==> src/rtl/sonar_pkg.sv <==
// Shared types and timing constants for the multi-sensor ultrasonic ranging scheduler.
package sonar_pkg;

   typedef enum logic [2:0] {
      S_IDLE,
      S_SELECT,
      S_TRIG,
      S_WAIT_ECHO,
      S_MEASURE,
      S_GAP
   } state_e;

   // Round-trip echo time per centimetre of range.
   localparam int unsigned US_PER_CM = 58;
   localparam int unsigned CM_W      = 9;

   localparam int unsigned DEF_NUM_SENSORS  = 4;
   localparam int unsigned DEF_CYC_PER_US   = 50;
   localparam int unsigned DEF_TRIG_US      = 10;
   localparam int unsigned DEF_ECHO_WAIT_US = 30000;
   localparam int unsigned DEF_GAP_US       = 60000;
   localparam int unsigned DEF_MAX_CM       = 400;

   // Bits needed for a counter running 0..n-1 (never narrower than one bit).
   function automatic int unsigned cnt_width(input int unsigned n);
      return (n > 1) ? $clog2(n) : 1;
   endfunction

endpackage

==> src/rtl/sonar_if.sv <==
// Control, sensor pin and result bundle between the scheduler and its surroundings.
interface sonar_if
   import sonar_pkg::*;
#(
   parameter int unsigned NUM_SENSORS = DEF_NUM_SENSORS
);
   localparam int unsigned ID_W = cnt_width(NUM_SENSORS);

   logic                   start;
   logic [NUM_SENSORS-1:0] en_mask;
   logic [NUM_SENSORS-1:0] echo;
   logic [NUM_SENSORS-1:0] trig;
   logic                   busy;
   logic                   res_valid;
   logic [ID_W-1:0]        res_id;
   logic [CM_W-1:0]        res_cm;
   logic                   res_timeout;

   modport master (
      output start, en_mask, echo,
      input  trig, busy, res_valid, res_id, res_cm, res_timeout
   );

   modport slave (
      input  start, en_mask, echo,
      output trig, busy, res_valid, res_id, res_cm, res_timeout
   );

endinterface

==> src/rtl/sonar_tick.sv <==
// Microsecond strobe generator; restart realigns the phase so each state starts a fresh microsecond.
module sonar_tick
   import sonar_pkg::*;
#(
   parameter int unsigned CYC_PER_US = DEF_CYC_PER_US
) (
   input  logic clk,
   input  logic rst_n,
   input  logic restart,
   output logic tick_c
);
   localparam int unsigned      CNT_W = cnt_width(CYC_PER_US);
   localparam logic [CNT_W-1:0] LAST  = CNT_W'(CYC_PER_US - 1);

   logic [CNT_W-1:0] cnt_q;

   assign tick_c = (cnt_q == LAST);

   always_ff @(posedge clk or negedge rst_n) begin
      if (!rst_n) begin
         cnt_q <= '0;
      end else if (restart || tick_c) begin
         cnt_q <= '0;
      end else begin
         cnt_q <= cnt_q + CNT_W'(1);
      end
   end

endmodule

==> src/rtl/sonar_scheduler.sv <==
// Round-robin trigger/measure scheduler for a bank of ultrasonic rangers.
// Echo pins are synchronized; one sensor is serviced at a time, results reported in cm.
module sonar_scheduler
   import sonar_pkg::*;
#(
   parameter int unsigned NUM_SENSORS  = DEF_NUM_SENSORS,
   parameter int unsigned CYC_PER_US   = DEF_CYC_PER_US,
   parameter int unsigned TRIG_US      = DEF_TRIG_US,
   parameter int unsigned ECHO_WAIT_US = DEF_ECHO_WAIT_US,
   parameter int unsigned GAP_US       = DEF_GAP_US,
   parameter int unsigned MAX_CM       = DEF_MAX_CM
) (
   input  logic     clk,
   input  logic     rst_n,
   sonar_if.slave   bus
);
   localparam int unsigned ID_W  = cnt_width(NUM_SENSORS);
   localparam int unsigned MAX_A = (TRIG_US > ECHO_WAIT_US) ? TRIG_US : ECHO_WAIT_US;
   localparam int unsigned MAX_B = (GAP_US > US_PER_CM) ? GAP_US : US_PER_CM;
   localparam int unsigned US_W  = cnt_width((MAX_A > MAX_B) ? MAX_A : MAX_B);

   localparam logic [US_W-1:0] TRIG_LAST = US_W'(TRIG_US - 1);
   localparam logic [US_W-1:0] ECHO_LAST = US_W'(ECHO_WAIT_US - 1);
   localparam logic [US_W-1:0] GAP_LAST  = US_W'(GAP_US - 1);
   localparam logic [US_W-1:0] CM_LAST   = US_W'(US_PER_CM - 1);
   localparam logic [CM_W-1:0] CM_SAT    = CM_W'(MAX_CM);
   localparam logic [ID_W-1:0] ID_LAST   = ID_W'(NUM_SENSORS - 1);

   state_e                 state_q, state_d;
   logic [NUM_SENSORS-1:0] sync1_q, echo_s_q, echo_prev_q;
   logic [ID_W-1:0]        id_q, id_d;
   logic [ID_W-1:0]        rr_q, rr_d;
   logic [US_W-1:0]        us_q, us_d;
   logic [CM_W-1:0]        cm_q, cm_d;
   logic [NUM_SENSORS-1:0] trig_q, trig_d;
   logic                   busy_q, busy_d;
   logic                   res_valid_q, res_valid_d;
   logic [ID_W-1:0]        res_id_q, res_id_d;
   logic [CM_W-1:0]        res_cm_q, res_cm_d;
   logic                   res_timeout_q, res_timeout_d;

   logic                   tick_c;
   logic                   restart_c;
   logic                   any_en_c;
   logic                   echo_c;
   logic                   rise_c;
   logic                   cm_step_c;
   logic [ID_W-1:0]        pick_c;
   logic                   pick_ok_c;

   sonar_tick #(
      .CYC_PER_US (CYC_PER_US)
   ) u_tick (
      .clk     (clk),
      .rst_n   (rst_n),
      .restart (restart_c),
      .tick_c  (tick_c)
   );

   // Two-flop synchronizer plus one history stage for rising-edge detection.
   always_ff @(posedge clk or negedge rst_n) begin
      if (!rst_n) begin
         sync1_q     <= '0;
         echo_s_q    <= '0;
         echo_prev_q <= '0;
      end else begin
         sync1_q     <= bus.echo;
         echo_s_q    <= sync1_q;
         echo_prev_q <= echo_s_q;
      end
   end

   assign any_en_c  = |bus.en_mask;
   assign echo_c    = echo_s_q[id_q];
   assign rise_c    = echo_s_q[id_q] & ~echo_prev_q[id_q];
   assign cm_step_c = tick_c && (us_q == CM_LAST);

   // Next enabled sensor strictly after the last one served, wrapping around.
   always_comb begin
      int unsigned idx;
      idx       = 0;
      pick_c    = rr_q;
      pick_ok_c = 1'b0;
      for (int unsigned k = 1; k <= NUM_SENSORS; k++) begin
         idx = (32'(rr_q) + k) % NUM_SENSORS;
         if (!pick_ok_c && bus.en_mask[ID_W'(idx)]) begin
            pick_c    = ID_W'(idx);
            pick_ok_c = 1'b1;
         end
      end
   end

   always_ff @(posedge clk or negedge rst_n) begin
      if (!rst_n) begin
         state_q       <= S_IDLE;
         id_q          <= '0;
         rr_q          <= ID_LAST;
         us_q          <= '0;
         cm_q          <= '0;
         trig_q        <= '0;
         busy_q        <= 1'b0;
         res_valid_q   <= 1'b0;
         res_id_q      <= '0;
         res_cm_q      <= '0;
         res_timeout_q <= 1'b0;
      end else begin
         state_q       <= state_d;
         id_q          <= id_d;
         rr_q          <= rr_d;
         us_q          <= us_d;
         cm_q          <= cm_d;
         trig_q        <= trig_d;
         busy_q        <= busy_d;
         res_valid_q   <= res_valid_d;
         res_id_q      <= res_id_d;
         res_cm_q      <= res_cm_d;
         res_timeout_q <= res_timeout_d;
      end
   end

   always_comb begin
      state_d       = state_q;
      id_d          = id_q;
      rr_d          = rr_q;
      us_d          = us_q;
      cm_d          = cm_q;
      trig_d        = '0;
      busy_d        = 1'b0;
      restart_c     = 1'b0;
      res_valid_d   = 1'b0;
      res_id_d      = res_id_q;
      res_cm_d      = res_cm_q;
      res_timeout_d = res_timeout_q;

      if (tick_c) begin
         us_d = us_q + US_W'(1);
      end

      unique case (state_q)
         S_IDLE: begin
            if (bus.start && any_en_c) begin
               state_d = S_SELECT;
            end
         end
         S_SELECT: begin
            if (pick_ok_c) begin
               id_d    = pick_c;
               rr_d    = pick_c;
               state_d = S_TRIG;
            end else begin
               state_d = S_IDLE;
            end
         end
         S_TRIG: begin
            if (tick_c && (us_q == TRIG_LAST)) begin
               state_d = S_WAIT_ECHO;
            end
         end
         S_WAIT_ECHO: begin
            if (rise_c) begin
               cm_d    = '0;
               state_d = S_MEASURE;
            end else if (tick_c && (us_q == ECHO_LAST)) begin
               res_valid_d   = 1'b1;
               res_id_d      = id_q;
               res_cm_d      = '0;
               res_timeout_d = 1'b1;
               state_d       = S_GAP;
            end
         end
         S_MEASURE: begin
            // The fall-detect cycle still counts as echo time (matches the rise-detect delay).
            if (!echo_c) begin
               res_valid_d   = 1'b1;
               res_id_d      = id_q;
               res_cm_d      = cm_q + CM_W'(cm_step_c);
               res_timeout_d = 1'b0;
               state_d       = S_GAP;
            end else if (cm_step_c && ((cm_q + CM_W'(1)) == CM_SAT)) begin
               res_valid_d   = 1'b1;
               res_id_d      = id_q;
               res_cm_d      = CM_SAT;
               res_timeout_d = 1'b1;
               state_d       = S_GAP;
            end else if (cm_step_c) begin
               cm_d = cm_q + CM_W'(1);
               us_d = '0;
            end
         end
         S_GAP: begin
            if (tick_c && (us_q == GAP_LAST)) begin
               state_d = (bus.start && any_en_c) ? S_SELECT : S_IDLE;
            end
         end
         default: begin
            state_d = S_IDLE;
         end
      endcase

      restart_c = (state_d != state_q);
      if (restart_c) begin
         us_d = '0;
      end
      trig_d = (state_d == S_TRIG) ? (NUM_SENSORS'(1) << id_d) : '0;
      busy_d = (state_d != S_IDLE);
   end

   assign bus.trig        = trig_q;
   assign bus.busy        = busy_q;
   assign bus.res_valid   = res_valid_q;
   assign bus.res_id      = res_id_q;
   assign bus.res_cm      = res_cm_q;
   assign bus.res_timeout = res_timeout_q;

endmodule

==> src/flat_wrapper.sv <==
// flat-port wrapper written by rule: the top's interface ports become plain ports
module sonar_scheduler_flat import sonar_pkg::*;
#(
   parameter int unsigned NUM_SENSORS  = DEF_NUM_SENSORS,
   parameter int unsigned CYC_PER_US   = DEF_CYC_PER_US,
   parameter int unsigned TRIG_US      = DEF_TRIG_US,
   parameter int unsigned ECHO_WAIT_US = DEF_ECHO_WAIT_US,
   parameter int unsigned GAP_US       = DEF_GAP_US,
   parameter int unsigned MAX_CM       = DEF_MAX_CM
)
  (clk, rst_n, bus_start, bus_en_mask, bus_echo, bus_trig, bus_busy, bus_res_valid, bus_res_id, bus_res_cm, bus_res_timeout);
  sonar_if #(.NUM_SENSORS(NUM_SENSORS)) bus_i ();
  input  logic clk;
  input  logic rst_n;
  input wire logic [$bits(bus_i.start)-1:0] bus_start;
  input wire logic [$bits(bus_i.en_mask)-1:0] bus_en_mask;
  input wire logic [$bits(bus_i.echo)-1:0] bus_echo;
  output wire logic [$bits(bus_i.trig)-1:0] bus_trig;
  output wire logic [$bits(bus_i.busy)-1:0] bus_busy;
  output wire logic [$bits(bus_i.res_valid)-1:0] bus_res_valid;
  output wire logic [$bits(bus_i.res_id)-1:0] bus_res_id;
  output wire logic [$bits(bus_i.res_cm)-1:0] bus_res_cm;
  output wire logic [$bits(bus_i.res_timeout)-1:0] bus_res_timeout;
  assign bus_i.start = bus_start;
  assign bus_i.en_mask = bus_en_mask;
  assign bus_i.echo = bus_echo;
  assign bus_trig = bus_i.trig;
  assign bus_busy = bus_i.busy;
  assign bus_res_valid = bus_i.res_valid;
  assign bus_res_id = bus_i.res_id;
  assign bus_res_cm = bus_i.res_cm;
  assign bus_res_timeout = bus_i.res_timeout;
  sonar_scheduler #(.NUM_SENSORS(NUM_SENSORS), .CYC_PER_US(CYC_PER_US), .TRIG_US(TRIG_US), .ECHO_WAIT_US(ECHO_WAIT_US), .GAP_US(GAP_US), .MAX_CM(MAX_CM)) u_core (.clk(clk), .rst_n(rst_n), .bus(bus_i));
endmodule
==> config.mk <==
export PLATFORM = sky130hd
export DESIGN_NAME = sonar_scheduler_flat
export DESIGN_NICKNAME = d
export VERILOG_FILES = /design/src/rtl/sonar_pkg.sv /design/src/rtl/sonar_if.sv /design/src/rtl/sonar_tick.sv /design/src/rtl/sonar_scheduler.sv /design/src/flat_wrapper.sv
export SDC_FILE = /design/constraint.sdc
export NUM_CORES = 1
export LEC_CHECK = 0
export ABC_AREA = 1
export CAP_MARGIN = 20
export CORE_UTILIZATION = 50
export DETAILED_ROUTE_END_ITERATION = 6
export PLACE_DENSITY = 0.77
export SYNTH_ARGS = -nofsm -noshare
export SYNTH_HDL_FRONTEND = slang
export SYNTH_SLANG_ARGS = --single-unit
==> constraint.sdc <==
create_clock -name clk -period 2.9 [get_ports clk]
set_clock_uncertainty 0.2 [all_clocks]
set_input_delay 0.58 -clock clk [delete_from_list [all_inputs] [get_ports clk]]
set_output_delay 0.58 -clock clk [all_outputs]
set_load 0.05 [all_outputs]
==> results_tabular.tex <==
\begin{tabular}{lr}
\hline
Metric & Value \\
\hline
\multicolumn{2}{l}{\textbf{Outcome}} \\
Result of the run & completed \\
\multicolumn{2}{l}{\textbf{Floorplanning}} \\
Die Outline Area & approximately 7800 um\^{}2 \\
DIE HEIGHT & 88.3 um \\
Starting Density & 0.516 \\
Number of top-level pins & 29 \\
Floorplan die width & about 88 um \\
Number of rows created at floorplan & 31 \\
Area of the core region & 7210 um\^{}2 \\
\multicolumn{2}{l}{\textbf{Clocking}} \\
TritonCTS buffer count & 9 \\
Clock latency reported for the late side of the worst-skew pair & about 0.36 ns \\
Number of clock sinks & $\sim$70 \\
H-Tree Level Count & 3 \\
Clock tree buffer depth & 2 \\
Root Buffer & sky130\_fd\_sc\_hd\_\_clkbuf\_8 \\
Cts hold-fix bufs & 0 \\
CTS-repair resized insts & 0 \\
Number of setup buffers added after CTS & 0 \\
CTS tree & yes \\
Clock transition at the registers of the reported paths & approximately 0.080 ns \\
\multicolumn{2}{l}{\textbf{STA}} \\
Pin slew with the least headroom to its limit & around 0.8 ns \\
Count of final setup violators & 0 \\
Worst slew margin & 0.477 \\
Final Hold Fails & 0 \\
Shortest period the worst path allows & 2.48 ns \\
RSZ-0062 raised after global routing & false \\
Total Negative Setup Slacks & 0 ns \\
Count of final max-slew check failures & 0 \\
Crit share post-route & 0.857 \\
Peak clock frequency supported by timing & roughly 400 MHz \\
\multicolumn{2}{l}{\textbf{Worst setup path}} \\
Endpoint arrival time on the critical path & $\sim$2.5 ns \\
Startpoint of the worst setup timing path & u\_core.us\_q[1] \\
Family with the most delay on the worst path & simple AND/OR/NAND/NOR gates \\
Longest individual stage delay on the worst path & $\sim$0.42 ns \\
Critical path cell sequence & inv\_1, ha\_1, nand2\_1, nor2\_1, nand3\_1, nor2\_1, ha\_1, ha\_1, nand2\_1, nor2\_1, nand2\_1, nand2\_1, nand2\_1, o21ai\_0, o21ai\_1 \\
Cell type of the slowest stage on the worst timing path & sky130\_fd\_sc\_hd\_\_dfrtp\_1 \\
CP dominant cell by count & sky130\_fd\_sc\_hd\_\_nand2\_1 \\
R2R Path Start & u\_core.us\_q[1] \\
Buf+Inv Stages, Crit Path & 1 \\
Required time reported for the critical path endpoint & a little under 3 ns \\
Worst setup path class & flop to flop \\
Largest driver fanout on the critical path & 4 \\
Critical Path End Type & flop \\
Startpoint class of the critical path & flop \\
\multicolumn{2}{l}{\textbf{Detailed routing}} \\
Average wire length per cell after detail routing & 13.1 um \\
Total Wirelength & 7880 um \\
Remaining antenna violation count after routing & 0 \\
Number of DRC markers in iteration 0 & around 180 \\
Post-detailed-route DRC marker count & 0 \\
Number of vias per cell & about 5.3 \\
1st-pass router iterations & 5 \\
Number of vias after detailed routing & between 3000 and 4000 \\
\multicolumn{2}{l}{\textbf{Synthesis}} \\
Portion of synthesized cell area occupied by the leading cell type & 0.444 \\
Distinct cell type count of the synthesized netlist & 40 \\
Number of flops mapped to enable cells by yosys & 0 \\
Syn. warnings & 0 \\
Post-synthesis instance area & 3720 um\^{}2 \\
Most area-consuming cells after synthesis & sky130\_fd\_sc\_hd\_\_dfrtp\_1 (44\%), sky130\_fd\_sc\_hd\_\_nand2\_1 (10\%), sky130\_fd\_sc\_hd\_\_nand3\_1 (5.8\%), sky130\_fd\_sc\_hd\_\_nor2\_1 (5.7\%), sky130\_fd\_sc\_hd\_\_inv\_1 (5.0\%) \\
Cells after Synth & 463 \\
Most common flop cell mapped by yosys & sky130\_fd\_sc\_hd\_\_dfrtp\_1 \\
Net count after synthesis & $\sim$480 \\
Most common library cells after synthesis & sky130\_fd\_sc\_hd\_\_nand2\_1 (103), sky130\_fd\_sc\_hd\_\_dfrtp\_1 (66), sky130\_fd\_sc\_hd\_\_nor2\_1 (57), sky130\_fd\_sc\_hd\_\_inv\_1 (50), sky130\_fd\_sc\_hd\_\_nand3\_1 (43) \\
Sequential area share after synthesis & 0.458 \\
Yosys top cell by area & sky130\_fd\_sc\_hd\_\_dfrtp\_1 \\
Number of register bits inferred by synthesis & 68 \\
Most frequent cell after synthesis & sky130\_fd\_sc\_hd\_\_nand2\_1 \\
Average size of a mapped cell & about 8.0 um\^{}2 \\
Fraction of registers with async set or reset after synthesis & 1.00 \\
\multicolumn{2}{l}{\textbf{Final layout}} \\
Number of antenna cells inserted & 0 \\
Final standard cell area without fillers & roughly 4300 um\^{}2 \\
Number of standard cells in the final layout excluding fillers & 601 \\
\# nets final & $\sim$520 \\
Proportion of layout cells with a drive suffix above 1 & 0.122 \\
Fillers & between 600 and 700 \\
Area overhead of the layout relative to synthesis & 15.3\% \\
\multicolumn{2}{l}{\textbf{GRT}} \\
GRT Resource Usage Total & 0.231 \\
First-pass GRT wire length & 13900 um \\
Total global routing overflow & 0 \\
Vias in the first global route & 3073 \\
Initial antenna violation count & 0 \\
Maximum number of pins on one net before global-route repair & slightly below 70 \\
\multicolumn{2}{l}{\textbf{Place}} \\
Number of placed instances with taps included & 585 \\
IO Port Bufs & 28 \\
Estimated wirelength of the detail-placed design & between 5000 and 6000 um \\
Area of placed instances & $\sim$4100 um\^{}2 \\
Final estimated routing congestion in global placement & about 0.93 \\
\multicolumn{2}{l}{\textbf{Pwr}} \\
Worst IR drop on VDD & 0.000404 V \\
Static leakage power & 0.00194 uW \\
Pwr Density & roughly 760 nW/um\^{}2 \\
Post-layout total power & roughly 3300 uW \\
\multicolumn{2}{l}{\textbf{Run}} \\
Max-cap viol count & 0 \\
\multicolumn{2}{l}{\textbf{Hold path}} \\
Worst min-delay path category & primary input to async pin \\
\hline
\end{tabular}
[through the flow]
stage	util	hold slack, ns	setup WS, ns
CTS	0.595	0.0446	0.432
detailed placement	0.567	0.136	0.278
global route	0.595	0.0727	0.152
floorplan	-	0.0844	0.621
finish	0.595	0.0175	0.416
global placement	0.567	0.133	0.328
[report_power, final]
group          internal (uW)  total (uW)  switching, uW
Combinational            379        1260            884
Sequential              1090        1210            118
Clock                    399         793            394
Total                   1870        3270           1400
[final timing paths]
| kind | endpoint | slack [ns] | cells past startpoint |
|---|---|---|---|
| max reg2reg | u_core.bus.res_cm[8] | 0.42 | 15 |
| max | u_core.bus.res_cm[8] | 0.42 | 15 |
| max in group asynchronous | u_core.rr_q[1] | 2.16 | 2 |
| min in group clk | u_core.echo_s_q[3] | 0.15 | 0 |
| min | u_core.cm_q[5] | 0.02 | 2 |
| min reg2reg | u_core.echo_s_q[3] | 0.15 | 0 |
[layout make-up]
cell class | instances | area [um^2] | share of cell area
clock buffer | 9 | 124 | 0.0289
inverter | 55 | 206 | 0.0481
clock inverter | 7 | 75.1 | 0.0175
timing repair buffer | 30 | 303 | 0.0706
tap | 99 | 124 | 0.0289
multi-input combinational | 333 | 1760 | 0.409
sequential | 68 | 1700 | 0.397
[cells by family after synthesis]
kind of cell,synth area share
AND/OR/NAND/NOR,0.335
AO/OA/AOI/OAI,0.0722
flip-flops,0.458
XOR/XNOR,0.0376
adder cells (fa/ha/maj),0.0269
buffers and inverters,0.0709
[registers in the layout, indices dropped and copies added, names as in the netlist]
name                    cells
u_core.rr_q                 2
u_core.bus.res_id           2
u_core.bus.busy             1
u_core.echo_s_q             4
u_core.bus.res_timeout      1
u_core.bus.res_cm           9
u_core.u_tick.cnt_q         6
u_core.bus.res_valid        1
u_core.us_q                16
u_core.id_q                 2
u_core.bus.trig             4
u_core.sync1_q              4
u_core.state_q              3
u_core.cm_q                 9
u_core.echo_prev_q          4
[layout by cell type (no fill, tap or decap), types with 11 or more instances in the layout]
cell type	count
sky130_fd_sc_hd__nand3_1	43
sky130_fd_sc_hd__o21ai_1	11
sky130_fd_sc_hd__dfrtp_1	66
sky130_fd_sc_hd__inv_1	50
sky130_fd_sc_hd__nor2_2	14
sky130_fd_sc_hd__nor2_1	57
sky130_fd_sc_hd__clkdlybuf4s50_1	27
sky130_fd_sc_hd__o21ai_0	17
sky130_fd_sc_hd__nand2_1	103
sky130_fd_sc_hd__nand4_1	11
sky130_fd_sc_hd__xor2_1	11
[metal layers]
layer	part of all wire	global-route usage
met5	0	0
met4	0.012	0.0674
met3	0.042	0.0504
met2	0.50	0.399
met1	0.45	0.292
Note: power is estimated with default switching activity, not from simulation.
